[config.mk]
export PLATFORM = sky130hd
export DESIGN_NAME = trig_sequencer
export DESIGN_NICKNAME = d
export VERILOG_FILES = /design/src/rtl/trig_pkg.sv /design/src/rtl/trig_down_counter.sv /design/src/rtl/trig_sequencer.sv
export SDC_FILE = /design/constraint.sdc
export NUM_CORES = 1
export LEC_CHECK = 0
export CELL_PAD_IN_SITES_DETAIL_PLACEMENT = 2
export CELL_PAD_IN_SITES_GLOBAL_PLACEMENT = 2
export CORE_UTILIZATION = 35
export CTS_CLUSTER_DIAMETER = 150
export CTS_CLUSTER_SIZE = 30
export DETAILED_ROUTE_END_ITERATION = 8
export GPL_ROUTABILITY_DRIVEN = 1
export GPL_TIMING_DRIVEN = 1
export PLACE_DENSITY = 0.95
export SYNTH_ARGS = -nofsm -noshare
export SYNTH_HDL_FRONTEND = slang
export SYNTH_SLANG_ARGS = --single-unit
[constraint.sdc]
create_clock -name I_clk -period 8.4 [get_ports I_clk]
set_input_delay 1.68 -clock I_clk [delete_from_list [all_inputs] [get_ports I_clk]]
set_output_delay 1.68 -clock I_clk [all_outputs]
set_load 0.03 [all_outputs]
[src/rtl/trig_pkg.sv]
// Shared types and timing rules for the trigger pulse sequencer.
package trig_pkg;

  typedef enum logic [2:0] {
    S_IDLE  = 3'd0,
    S_DELAY = 3'd1,
    S_PULSE = 3'd2,
    S_GAP   = 3'd3,
    S_DONE  = 3'd4
  } trig_state_e;

  localparam int TRIG_PULSE_WIDTH_DEF = 4;
  localparam int TRIG_MIN_STEP        = TRIG_PULSE_WIDTH_DEF + 1;

  // At least one low cycle must separate consecutive pulses.
  function automatic int trig_min_step(input int pulse_width);
    return pulse_width + 1;
  endfunction

endpackage

[src/rtl/trig_down_counter.sv]
// Loadable down-counter with zero flag; times the DELAY, PULSE and GAP phases.
module trig_down_counter #(
  parameter int CNT_W = 32
) (
  input  logic             clk_i,
  input  logic             rst_i,
  input  logic             load_i,
  input  logic             dec_i,
  input  logic [CNT_W-1:0] load_val_i,
  output logic             zero_o
);

  localparam logic [CNT_W-1:0] ONE = CNT_W'(1);

  logic [CNT_W-1:0] cnt_q;

  always_ff @(posedge clk_i or posedge rst_i) begin
    if (rst_i)                       cnt_q <= '0;
    else if (load_i)                 cnt_q <= load_val_i;
    else if (dec_i && cnt_q != '0)   cnt_q <= cnt_q - ONE;
  end

  assign zero_o = (cnt_q == '0);

endmodule

[src/rtl/trig_sequencer.sv]
// Trigger pulse-train sequencer: optional start delay, then num pulses of
// PULSE_WIDTH cycles spaced by a clamped step, with abort and overrun report.
module trig_sequencer
  import trig_pkg::*;
#(
  parameter int PULSE_WIDTH = TRIG_PULSE_WIDTH_DEF,
  parameter int CNT_W       = 32
) (
  input  logic             I_clk,
  input  logic             I_rst,
  input  logic             I_trig,
  input  logic [CNT_W-1:0] I_trig_num,
  input  logic [CNT_W-1:0] I_trig_step,
  input  logic [CNT_W-1:0] I_wait,
  input  logic             I_abort,
  output logic             O_trig_pulse,
  output logic [CNT_W-1:0] O_pulse_idx,
  output logic             O_busy,
  output logic             O_done,
  output logic             O_overrun
);

  localparam logic [CNT_W-1:0] ONE      = CNT_W'(1);
  localparam logic [CNT_W-1:0] PW_C     = CNT_W'(PULSE_WIDTH);
  localparam logic [CNT_W-1:0] PW_M1    = CNT_W'(PULSE_WIDTH - 1);
  localparam logic [CNT_W-1:0] MIN_STEP = CNT_W'(trig_min_step(PULSE_WIDTH));

  trig_state_e      state_q;
  logic [CNT_W-1:0] num_q, step_q, idx_q;
  logic             pulse_q, busy_q, done_q, ovr_q;

  logic             cnt_load, cnt_dec, cnt_zero;
  logic [CNT_W-1:0] cnt_val;
  logic [CNT_W-1:0] step_eff;

  assign step_eff = (I_trig_step < MIN_STEP) ? MIN_STEP : I_trig_step;

  // Counter is loaded with (phase length - 1) on phase entry and the phase
  // ends in the cycle its zero flag is seen.
  always_comb begin
    cnt_load = 1'b0;
    cnt_dec  = 1'b0;
    cnt_val  = '0;
    case (state_q)
      S_IDLE: if (I_trig && !I_abort) begin
        cnt_load = 1'b1;
        cnt_val  = (I_wait != '0) ? I_wait - ONE : PW_M1;
      end
      S_DELAY, S_GAP: begin
        if (cnt_zero) begin
          cnt_load = 1'b1;
          cnt_val  = PW_M1;
        end else cnt_dec = 1'b1;
      end
      S_PULSE: begin
        if (cnt_zero) begin
          cnt_load = 1'b1;
          cnt_val  = step_q - PW_C - ONE;
        end else cnt_dec = 1'b1;
      end
      default: ;
    endcase
  end

  trig_down_counter #(.CNT_W(CNT_W)) u_cnt (
    .clk_i      (I_clk),
    .rst_i      (I_rst),
    .load_i     (cnt_load),
    .dec_i      (cnt_dec),
    .load_val_i (cnt_val),
    .zero_o     (cnt_zero)
  );

  always_ff @(posedge I_clk or posedge I_rst) begin
    if (I_rst) begin
      state_q <= S_IDLE;
      num_q   <= '0;
      step_q  <= '0;
      idx_q   <= '0;
      pulse_q <= 1'b0;
      busy_q  <= 1'b0;
      done_q  <= 1'b0;
      ovr_q   <= 1'b0;
    end else begin
      done_q <= 1'b0;
      ovr_q  <= I_trig && (state_q != S_IDLE);
      if (I_abort && state_q != S_IDLE) begin
        state_q <= S_IDLE;
        pulse_q <= 1'b0;
        busy_q  <= 1'b0;
      end else begin
        case (state_q)
          S_IDLE: if (I_trig && !I_abort) begin
            num_q  <= I_trig_num;
            step_q <= step_eff;
            idx_q  <= '0;
            busy_q <= 1'b1;
            if (I_trig_num == '0) begin
              state_q <= S_DONE;
              done_q  <= 1'b1;
            end else if (I_wait != '0) begin
              state_q <= S_DELAY;
            end else begin
              state_q <= S_PULSE;
              pulse_q <= 1'b1;
            end
          end
          S_DELAY: if (cnt_zero) begin
            state_q <= S_PULSE;
            pulse_q <= 1'b1;
          end
          S_PULSE: if (cnt_zero) begin
            pulse_q <= 1'b0;
            if (idx_q == num_q - ONE) begin
              state_q <= S_DONE;
              done_q  <= 1'b1;
            end else state_q <= S_GAP;
          end
          S_GAP: if (cnt_zero) begin
            state_q <= S_PULSE;
            pulse_q <= 1'b1;
            idx_q   <= idx_q + ONE;
          end
          S_DONE: begin
            state_q <= S_IDLE;
            busy_q  <= 1'b0;
          end
          default: state_q <= S_IDLE;
        endcase
      end
    end
  end

  assign O_trig_pulse = pulse_q;
  assign O_pulse_idx  = idx_q;
  assign O_busy       = busy_q;
  assign O_done       = done_q;
  assign O_overrun    = ovr_q;

endmodule
==> metrics.md <==
| Metric | Value |
|---|---|
| Crit path buf inv count | 2 |
| Initial DRC Count | 724 |
| Post-CTS Resized | 0 |
| Top cell by count, worst path | nor2_1 |
| Post-synth ARST share | 1.000 |
| CTS buffer count | 17 |
| Port-buffer cells | 135 |
| Multi-input logic area | 0.005321 mm2 |
| Synth cell types | 71 |
| Most common cell after layout, fill and taps aside | nand2_1 |
| Period utilization | 0.5917 |
| Final setup fails | 0 |
| DRT Pass-1 Iters | 5 |
| Crit-path max FO | 38 |
| Final Hold Fails | 0 |
| Final ANT Viol Nets | 0 |
| Crit path DAT | 5.29 ns |
| Pin count of the biggest net entering global routing | 82 |
| Final core occ | 0.4481 |
| Total Negative Setup Slacks | 0 ns |
| # Post-CTS Setup Buffers | 0 |
| Layout cells sized above 1 | 0.04837 |
| Maximum VDD drop | 166.9 uV |
| Final clock skew | 0.01282 ns |
| Yosys warnings | 0 |
| Hold crit path type | flop to flop |
| CTS Hold Bufs | 0 |
| Max transition margin | 0.1088 |
| Routed vias/inst | 6.206 |
| CTS tree | built |
| Grt total ovfl | 0 |
| Die height | 161.9 um |
| Vias in the first global route | 10790 |
| Starting Density | 0.3565 |
| Syn nets | 1238 |
| Synthesis-to-finish area growth | 25.69% |
| Worst slew pin tran | 1.332 ns |
| Total track usage | 0.3204 |
| Clock Latency Late Sink | 0.46 ns |
| CP Cell Sequence | clkdlybuf4s50_1, nand2b_1, nor2_4, buf_4, o2111ai_1, nor2_1, nand3_1, xor2_1, nor2_1 |
| Synth Instances | 1132 |
| Avg Inst Size Synth | 7.907 um2 |
| Outcome | complete, no violations |
| DR DRC count | 0 |
| CP startpoint kind | primary input |
| Ys flop type | dfrtp_1 |
| DR vias | 9874 |
| Fillers | 2761 |
| Initial antenna violation count | 0 |
| Slew Limit Fails | 0 |
| Max cap viols | 0 |
| Clock tree buffer depth | 2 |
| Worst setup path category | primary input to flop |
| PwrDens | 236.4 mW/mm2 |
| Fmax | 201.2 MHz |
| Final Hold Slack | 0.4881 ns |
| Max incr delay on CP | 0.79 ns |
| GPL Wtd Cong | 0.9356 |
| WP data required | 8.72 ns |
| CP Capture Type | flop |
| Clock transition at path regs | 0.07 ns |
| Htree depth | 4 |
| Yosys reg bits | 135 |
| Final #Nets | 1354 |
| Chip width | 161.9 um |
| IO Pins | 136 |
| Num Clock Sinks | 135 |
| Synth Cell Area | 0.008951 mm2 |
| CP delay by family, top | simple AND/OR/NAND/NOR gates |
| Diode count | 0 |
| Lkg Pwr | 0.004548 uW |
| RSZ-0062 raised after global routing | no |
| Routed WL | 41010 um |
| Rows | 58 |
| Seq. cell area | 0.003378 mm2 |
| Die ar. | 0.02622 mm2 |
| Core footprint | 0.02511 mm2 |
| DP HPWL | 28770 um |
| Register area share after synthesis | 0.3774 |
| First-pass GRT wire length | 63950 um |
| Commonest non-fill, non-tap cells in the layout | 247 x nand2_1, 135 x dfrtp_1, 135 x clkdlybuf4s50_1 |
| EDFF count, synth | 0 |
| Root buffer cell | clkbuf_16 |
| WL/cell | 25.78 um |
| Final worst path period need | 4.970 ns |
| Slowest-stage cell, CP | nor2_4 |
stage by stage:
step	instances	total power [uW]	setup WS (ns)	area (um2)
after global routing	1591	2760	3.269	11250
after detailed placement	1559	1771	3.237	10620
final	1591	2660	3.430	11250
after global placement	1559	1687	3.448	10620
after floorplan	1132	1431	3.109	8951
after CTS	1591	2641	3.509	11250
power breakdown:
part | internal (uW) | total, uW | switching, uW | leakage (uW)
registers | 802 | 1040 | 233 | 0.00172
clock network | 485 | 839 | 354 | 0.000307
logic | 294 | 786 | 491 | 0.00252
synthesized netlist by cell type, drive strengths merged (4+ instances only):
cell type | n | share of area
o311ai | 4 | 0.0039
ha | 6 | 0.0084
dfrtp | 135 | 0.38
o21ai | 73 | 0.041
nor4 | 41 | 0.029
and2 | 4 | 0.0028
or4b | 4 | 0.0045
and3 | 14 | 0.0098
o41ai | 5 | 0.0049
nor3b | 4 | 0.0034
buf | 6 | 0.0029
a211oi | 6 | 0.0064
nand4 | 13 | 0.0091
inv | 21 | 0.0088
a221oi | 6 | 0.0059
o31ai | 5 | 0.0042
nand2 | 247 | 0.10
nand3b | 7 | 0.0059
clkbuf | 42 | 0.018
nor3 | 53 | 0.030
a21oi | 46 | 0.026
nand2b | 14 | 0.0098
or4 | 29 | 0.026
or3 | 22 | 0.016
xnor2 | 51 | 0.050
xor2 | 65 | 0.064
a31oi | 7 | 0.0049
nor2 | 97 | 0.041
nor2b | 11 | 0.0077
o22ai | 11 | 0.0077
nand3 | 26 | 0.015
worst paths after layout:
kind | from | endpoint | slack [ns] | depth (start not counted)
worst min register to register | u_cnt.cnt_q[12] | u_cnt.cnt_q[12] | 0.49 | 2
worst max-delay path | I_abort | O_pulse_idx[21] | 3.43 | 9
worst min-delay path | u_cnt.cnt_q[12] | u_cnt.cnt_q[12] | 0.49 | 2
max in group asynchronous | I_rst | num_q[10] | 5.33 | 3
min in group asynchronous | I_rst | step_q[24] | 1.76 | 2
worst max register to register | u_cnt.cnt_q[0] | u_cnt.cnt_q[11] | 3.85 | 10
sequential cells by signal (all words and copies together), names as in the netlist:
register      cells
O_busy            1
num_q            32
O_done            1
O_pulse_idx      32
u_cnt.cnt_q      32
O_trig_pulse      1
step_q           32
state_q           3
O_overrun         1
logic make-up (layout without fill, tap and decap cells):
kind of cell / Yosys count / count (layout) / share of synthesized area
muxes: 2 / 2 / 0.002237
adders and majority gates: 6 / 6 / 0.008387
DFF: 135 / 135 / 0.3774
AOI/OAI and AO/OA: 202 / 202 / 0.1412
buffers and inverters: 69 / 198 / 0.02949
xor gates and xnor gates: 116 / 116 / 0.1135
and+or+nand+nor: 602 / 602 / 0.3278
worst reg2reg max path: cells and delay by family, from the launching register on:
| family | cells | cell delay (ns) |
|---|---|---|
| adders and majority gates | 1 | 0.21 |
| DFF | 1 | 0.42 |
| buffers and inverters | 2 | 0.33 |
| AOI/OAI and AO/OA | 3 | 1.28 |
| and+or+nand+nor | 4 | 2.19 |
per-layer routing:
metal,wire [um],track usage,vias up
met5,0,0,-
met4,2462,0.1977,0
met3,1972,0.04928,133
met2,20440,0.5540,432
met1,16140,0.3720,5056
li1,-,-,4253
layout make-up:
class	instances	area share
clock buffers	18	0.03903
clock inverters	14	0.01679
inverters	21	0.007451
multi-input cells	928	0.4730
flip-flops and latches	135	0.3003
well taps	330	0.03670
repair buffers	145	0.1268
Note: power is estimated with default switching activity, not from simulation.
